--- src/rtl/piso_tx_if.sv ---
// Handshake and serial-side bundle for piso_tx: parallel words in, one bit per enabled clock out.
interface piso_tx_if #(
    parameter int WIDTH = 4
);
    logic [WIDTH-1:0] din;
    logic             din_valid;
    logic             din_ready;
    logic             so_en;
    logic             so;
    logic             so_valid;
    logic             frame_start;
    logic             busy;

    modport master (
        output din, din_valid, so_en,
        input  din_ready, so, so_valid, frame_start, busy
    );

    modport slave (
        input  din, din_valid, so_en,
        output din_ready, so, so_valid, frame_start, busy
    );
endinterface

--- src/rtl/piso_tx.sv ---
// Parallel-in/serial-out transmitter with a one-word holding buffer, so back-to-back words
// leave with no idle bit between them; frame_start marks the first bit of every word.
module piso_tx #(
    parameter int WIDTH     = 4,
    parameter bit MSB_FIRST = 1'b1
) (
    input logic      clk,
    input logic      clear_n,
    piso_tx_if.slave bus
);
    localparam int            CW   = (WIDTH > 1) ? $clog2(WIDTH) : 1;
    localparam logic [CW-1:0] LAST = CW'(WIDTH - 1);

    typedef enum logic {
        IDLE,
        SHIFT
    } state_t;

    state_t           state;
    logic [WIDTH-1:0] shreg;
    logic [WIDTH-1:0] hold;
    logic             hold_full;
    logic [CW-1:0]    cnt;
    logic             so_r;
    logic             so_valid_r;
    logic             frame_start_r;

    logic accept;
    logic last_taken;

    // Bit presented first out of a freshly loaded or freshly shifted word.
    function automatic logic lead(input logic [WIDTH-1:0] w);
        return MSB_FIRST ? w[WIDTH-1] : w[0];
    endfunction

    function automatic logic [WIDTH-1:0] advance(input logic [WIDTH-1:0] w);
        return MSB_FIRST ? {w[WIDTH-2:0], 1'b0} : {1'b0, w[WIDTH-1:1]};
    endfunction

    assign accept     = bus.din_valid && !hold_full;
    assign last_taken = (state == SHIFT) && bus.so_en && (cnt == LAST);

    assign bus.din_ready   = !hold_full;
    assign bus.so          = so_r;
    assign bus.so_valid    = so_valid_r;
    assign bus.frame_start = frame_start_r;
    assign bus.busy        = (state == SHIFT) || hold_full;

    always_ff @(posedge clk) begin
        if (!clear_n) begin
            state         <= IDLE;
            cnt           <= '0;
            hold_full     <= 1'b0;
            so_r          <= 1'b0;
            so_valid_r    <= 1'b0;
            frame_start_r <= 1'b0;
            // NOTE: the data registers are cleared as well, so no bit of a discarded word can resurface.
            shreg         <= '0;
            hold          <= '0;
        end else begin
            case (state)
                IDLE: begin
                    if (accept) begin
                        shreg         <= bus.din;
                        so_r          <= lead(bus.din);
                        so_valid_r    <= 1'b1;
                        frame_start_r <= 1'b1;
                        cnt           <= '0;
                        state         <= SHIFT;
                    end
                end

                SHIFT: begin
                    if (bus.so_en) begin
                        if (cnt != LAST) begin
                            shreg         <= advance(shreg);
                            so_r          <= lead(advance(shreg));
                            cnt           <= cnt + 1'b1;
                            frame_start_r <= 1'b0;
                        end else if (hold_full) begin
                            shreg         <= hold;
                            so_r          <= lead(hold);
                            cnt           <= '0;
                            frame_start_r <= 1'b1;
                            hold_full     <= 1'b0;
                        end else if (accept) begin
                            // Bypass: the word arriving on the last-bit edge skips the hold register.
                            shreg         <= bus.din;
                            so_r          <= lead(bus.din);
                            cnt           <= '0;
                            frame_start_r <= 1'b1;
                        end else begin
                            state         <= IDLE;
                            so_r          <= 1'b0;
                            so_valid_r    <= 1'b0;
                            frame_start_r <= 1'b0;
                        end
                    end

                    // A stalled or mid-word accept parks the word until the current one drains.
                    if (accept && !last_taken) begin
                        hold      <= bus.din;
                        hold_full <= 1'b1;
                    end
                end

                default: state <= IDLE;
            endcase
        end
    end
endmodule
--- src/flat_wrapper.sv ---
// flat-port wrapper written by rule: the top's interface ports become plain ports
module piso_tx_flat 
#(
    parameter int WIDTH     = 4,
    parameter bit MSB_FIRST = 1'b1
)
  (clk, clear_n, bus_din, bus_din_valid, bus_so_en, bus_din_ready, bus_so, bus_so_valid, bus_frame_start, bus_busy);
  piso_tx_if #(.WIDTH(WIDTH)) bus_i ();
  input logic clk;
  input logic clear_n;
  input wire logic [$bits(bus_i.din)-1:0] bus_din;
  input wire logic [$bits(bus_i.din_valid)-1:0] bus_din_valid;
  input wire logic [$bits(bus_i.so_en)-1:0] bus_so_en;
  output wire logic [$bits(bus_i.din_ready)-1:0] bus_din_ready;
  output wire logic [$bits(bus_i.so)-1:0] bus_so;
  output wire logic [$bits(bus_i.so_valid)-1:0] bus_so_valid;
  output wire logic [$bits(bus_i.frame_start)-1:0] bus_frame_start;
  output wire logic [$bits(bus_i.busy)-1:0] bus_busy;
  assign bus_i.din = bus_din;
  assign bus_i.din_valid = bus_din_valid;
  assign bus_i.so_en = bus_so_en;
  assign bus_din_ready = bus_i.din_ready;
  assign bus_so = bus_i.so;
  assign bus_so_valid = bus_i.so_valid;
  assign bus_frame_start = bus_i.frame_start;
  assign bus_busy = bus_i.busy;
  piso_tx #(.WIDTH(WIDTH), .MSB_FIRST(MSB_FIRST)) u_core (.clk(clk), .clear_n(clear_n), .bus(bus_i));
endmodule
--- config.mk ---
export PLATFORM = sky130hd
export DESIGN_NAME = piso_tx_flat
export DESIGN_NICKNAME = d
export VERILOG_FILES = /design/src/rtl/piso_tx_if.sv /design/src/rtl/piso_tx.sv /design/src/flat_wrapper.sv
export SDC_FILE = /design/constraint.sdc
export NUM_CORES = 1
export LEC_CHECK = 0
export CORE_MARGIN = 4
export CORE_UTILIZATION = 30
export DETAILED_ROUTE_END_ITERATION = 8
export PLACE_DENSITY = 0.54
export SYNTH_ARGS = -nofsm -noshare
export SYNTH_HDL_FRONTEND = slang
export SYNTH_SLANG_ARGS = --single-unit
--- constraint.sdc ---
create_clock -name clk -period 2.61 [get_ports clk]
set_input_delay 0.3915 -clock clk [delete_from_list [all_inputs] [get_ports clk]]
set_output_delay 0.3915 -clock clk [all_outputs]
set_load 0.01 [all_outputs]
* Yosys cells after proc, flatten, opt, wreduce, memory -nomap -nowiden
Index checks and enable logic that the tools add are counted.
** Operators by class
- Add/subtract/negate cells :: 1
- Eq/ne operators :: 8
- Muxes and demuxes :: 33
- Bitwise logic cells :: 1
- Reduce and logical (&&, ||, !) cells :: 12
** Operators with widths (count)
- 1-bit two-way mux :: 19
- 4-bit two-way mux :: 4
- 2-bit != test, second input constant :: 6
- 2-bit two-way mux :: 4
- 1-bit case mux with 2 select lines :: 4
- 4-bit case mux with 2 select lines :: 1
- 5-bit AND reduction :: 1
- 1-bit logical AND :: 4
- 2-bit case mux with 2 select lines :: 1
- 2-bit AND reduction :: 2
- 3-bit AND reduction :: 1
- 2-bit by 1-bit adder with 2-bit output, second input constant :: 1
- 2-bit == test, second input constant :: 1
- 1-bit zero test :: 2
- 2-bit by 1-bit != test with 1-bit output, second input constant :: 1
- 2-bit nonzero test :: 1
- 1-bit logical OR :: 1
- 1-bit inverter :: 1
** Storage, ports and cells
- Register bits :: 15
- Input bits :: 8
- Output and inout port bits :: 5

* Logic depth before layout (Yosys ltp)
- Depth in word-level cells :: 7
- Depth in mapped cells :: 6
- Mapped depth without buffers :: 5

* Worst setup path after synthesis
Ideal clock, no wire load.
- Path kind :: input to register
- Start :: input port bus_din_valid
- End :: register u_core.shreg[0]
- Library setup time :: 0.117 ns
- Arrival time :: 1.164 ns
- Slack :: 1.330 ns
- Stages :: 5
- Path buffers :: 1
- Path through :: buf_6 and2b_4 mux2_4 a22oi_2 nor2b_1
** On the way
- Longest elaborated chain between the ends :: 6
** Ends and longest elaborated chain
- start: declaration :: RTL line flat_wrapper.sv:12 : input wire logic [$bits(bus_i.din_valid)-1:0] bus_din_valid;
- 1-bit logical AND (*) :: RTL line piso_tx.sv:40 : assign accept = bus.din_valid && !hold_full;
- 4-bit two-way mux (*)
- 4-bit two-way mux (3 in series)
- 4-bit case mux with 2 select lines (*)
- end signal: assignment :: RTL line piso_tx.sv:64 : shreg <= bus.din;
- end signal: assignment :: RTL line piso_tx.sv:76 : shreg <= advance(shreg);
- end signal: assignment :: RTL line piso_tx.sv:81 : shreg <= hold;
- end: declaration :: RTL line piso_tx.sv:20 : logic [WIDTH-1:0] shreg;
Mark *: on every way between the ends. The rest lies on a longest branch, timed or not. The select of a mux whose other input is x is not followed.
A chain may end at the register's enable or synchronous reset.

* Final worst setup path
- Start :: register u_core.state
- End :: output port bus_busy
** On the way
- Longest elaborated chain between the ends :: 1
** Ends and longest elaborated chain
- start: declaration :: RTL line piso_tx.sv:19 : state_t state;
- start signal: assignment :: RTL line piso_tx.sv:51 : state <= IDLE;
- start signal: assignment :: RTL line piso_tx.sv:69 : state <= SHIFT;
- start signal: assignment :: RTL line piso_tx.sv:93 : state <= IDLE;
- 1-bit logical OR :: RTL line piso_tx.sv:47 : assign bus.busy = (state == SHIFT) || hold_full;
- end: declaration :: RTL line flat_wrapper.sv:18 : output wire logic [$bits(bus_i.busy)-1:0] bus_busy;
Every way passes these cells.

==> results.yml <==
outcome:
  status: "complete, no violations"
worst_setup_path:
  crit_path_cell_trace: "buf_4 > or2_2 > clkdlybuf4s50_1"
  crit_buf_inv: 2
  start_kind: "flip-flop"
  cp_slowest_cell: "clkdlybuf4s50_1"
  arrival_ns: 1.54
  crit_family: "buffers and inverters"
  worstPathRequired_ns: 2.22
  crit_path_max_fanout: 19
  worstSetupPathType: "reg2out"
  crit_path_end_kind: "primary output"
  cp_slowest_stage_delay_ns: 0.48
route:
  postRouteAntennaNets: 0
  drtIter0Drc: 14
  top_layer_used: "met3"
  viasPerCell: 5.188
  wl_mm: 1.733
  wl_per_cell_um: 13.03
  dr_wl_met2_um: 823
  drc_errors: 0
  wl_met3_um: 134
  first_pass_iters: 4
  drt-met1-wl_um: 775
  vias: 690
floorplan:
  num_rows: 18
  io_pins: 13
  dieArea_mm2: 0.003535
  die_w_um: 59.46
  core_area_mm2: 0.002500
  die_h_um: 59.46
  start_util_pct: 31.78
synth:
  synth_compound_area_share_pct: 25.98
  yosysWarnings: 0
  synth_top_family_by_area: "compound AO/OA/AOI/OAI gates"
  synthSimpleGateAreaFrac_pct: 19.06
  synth.distinct_cells: 32
  seq_area_frac_synth_pct: 35.28
  synthXorXnorAreaFrac_pct: 0
  synth_mux_area_share_pct: 11.50
  synth-seq-cells: 14
  syn_inst: 93
  synth_nets: 102
  syn_avg_cell_area_um2: 8.543
  synth_fa_ha_area_share_pct: 1.575
  synth_area_um2: 794.5
clocking:
  clk_pin_slew_ns: 0.10
  holdBufCountCts: 0
  cts_tree: "built"
  root_buffer: "clkbuf_4"
  insertion_delay_ns: 0.28
  cts_max_level: 1
  clk_path_buf_depth: 2
  cts_sinks: 14
  cts_setup_buffers: 0
  ctsResizeCount: 0
  cts-buffers-inserted: 3
timing:
  fin_crit_sh_pct: 73.89
  setup-tns-final_ns: 0
  drv_slew: 0
  hold_viol_final: 0
  worst_slew_pin_slew_ns: 0.4732
  relSlewSlack_pct: 68.35
  fin_crit_ns: 1.929
  grt_setup_unrepaired: "false"
  finalClockSkew_ns: 0.002569
  setup_violations: 0
  fmax_mhz: 518.5
placed_design:
  post-dp-hpwl_mm: 1.199
  io_buffer_count: 12
  globalplace.congestion: 0.7257
min_path:
  hp-class: "reg2reg"
global_routing:
  grt_usage_pct: 11.24
  grt_overflow: 0
  grt_pass1_wl_mm: 3.091
  grt_max_degree: 20
  antenna_found_initial: 0
  grt_pass1_vias: 707
pwr:
  p_switching_uw: 139.7
  power_leakage_nw: 0.3588
  p_seq_share_pct: 47.0
  p_int_uw: 369.2
  p_per_area_mw_per_mm2: 533.0
  sw_frac_of_total_pct: 27.45
  clkPwrFrac_pct: 32.3
  finalPower_uw: 508.8
  irDropWorstVdd_uv: 239.8
  power_frac_comb_pct: 20.8
cells_and_area:
  fillCellCount: 280
  regArea_um2: 280.3
  syn2layout_area_growth_pct: 20.16
  final_nets: 113
  antenna_cells: 0
  multi_input_area_um2: 461.7
  drive_gt1_share_pct: 12.62
job:
  drv_cap: 0
-- final timing paths --
path                                           from                  end  slack (ns)  depth (start not counted)
worst max register to register        u_core.cnt[1]       u_core.hold[0]        1.10                          5
worst min-delay path            u_core.bus.so_valid  u_core.bus.so_valid        0.50                          2
worst min register to register  u_core.bus.so_valid  u_core.bus.so_valid        0.50                          2
worst max-delay path                   u_core.state             bus_busy        0.68                          3
-- area by class of cell --
class | instances | share of cell area (%)
Inverter | 3 | 1.180
Clock buffer | 4 | 3.801
Sequential cell | 14 | 29.36
Timing Repair Buffer | 13 | 13.37
Tap cell | 30 | 3.932
Multi-Input combinational cell | 69 | 48.36
-- sequential cells by signal, indices dropped and copies added, names as in the netlist --
register and flops:
u_core.bus.frame_start 1, u_core.bus.so 1, u_core.state 1, u_core.hold_full 1, u_core.cnt 2, u_core.bus.so_valid 1, u_core.hold 4, u_core.shreg 3
-- logic make-up (layout without fill, tap and decap cells) --
| kind of cell | count (synthesis) | in the layout |
|---|---|---|
| buffers and inverters | 10 | 20 |
| DFF | 14 | 14 |
| AOI/OAI and AO/OA | 33 | 33 |
| muxes | 8 | 8 |
| and+or+nand+nor | 27 | 27 |
| adders and majority gates | 1 | 1 |
-- cell usage in the layout (no fill, tap or decap), types with 2 or more instances in the layout --
cell and instances:
dfxtp_1 14, nand2_1 12, clkdlybuf4s50_1 12, o21ai_0 10, a21oi_1 7, nor2b_1 6, mux2i_1 5, o211ai_1 3
a21boi_0 3, inv_1 3, clkbuf_4 3, o31ai_1 2, o2111ai_1 2, a31oi_1 2, mux2_4 2
-- routing by layer --
metal / vias up / global-route usage (%)
li1: 351 / -
met1: 318 / 14.30
met2: 21 / 18.41
met3: 0 / 1.961
met4: 0 / 4.854
met5: - / 0
-- cell usage after synthesis --
cell,number,area (µm²)
dfxtp_1,14,280.3
nand2_1,12,45.04
o21ai_0,10,50.05
a21oi_1,7,35.03
nor2b_1,6,37.54
mux2i_1,5,50.05
a21boi_0,3,22.52
buf_2,3,15.01
inv_1,3,11.26
o211ai_1,3,22.52
a31oi_1,2,12.51
clkbuf_1,2,7.510
mux2_4,2,30.03
o2111ai_1,2,17.52
o31ai_1,2,15.01
a22oi_2,1,12.51
and2b_4,1,10.01
buf_4,1,7.510
buf_6,1,11.26
ha_1,1,12.51
mux2_2,1,11.26
nand2b_1,1,6.260
nand2b_4,1,13.76
nand3_1,1,5.000
nand3_2,1,10.01
nor2_1,1,3.750
nor3b_1,1,7.510
o21a_1,1,7.510
o21ai_1,1,5.000
o22ai_1,1,6.260
or2_2,1,6.260
or3_1,1,6.260
-- worst reg2reg max path: cells and delay by family (launching register included) --
kind                       cells  cell delay, ns
and+or+nand+nor                3            0.45
adders and majority gates      1            0.39
DFF                            1            0.37
muxes                          1            0.20
-- stage by stage --
step	utilization (%)	setup slack (ns)	instances	instance area (µm²)	hold slack [ns]
final	38.19	0.6814	133	954.7	0.4983
after global routing	38.19	0.6061	133	954.7	0.5295
after CTS	38.19	0.6706	133	954.7	0.5022
after detailed placement	36.74	0.6157	129	918.4	0.4831
after global placement	36.74	0.6634	129	918.4	0.4783
after floorplan	-	1.330	93	794.5	0.4607
-- power groups by stage --
stage | Clock [mW] | Sequential, mW | Combinational (mW)
final | 0.164 | 0.239 | 0.106
after global routing | 0.176 | 0.241 | 0.117
after CTS | 0.168 | 0.239 | 0.106
after detailed placement | 0 | 0.244 | 0.106
after global placement | 0 | 0.244 | 0.105
after floorplan | 0 | 0.242 | 0.0708
Note: power is estimated with default switching activity, not from simulation.
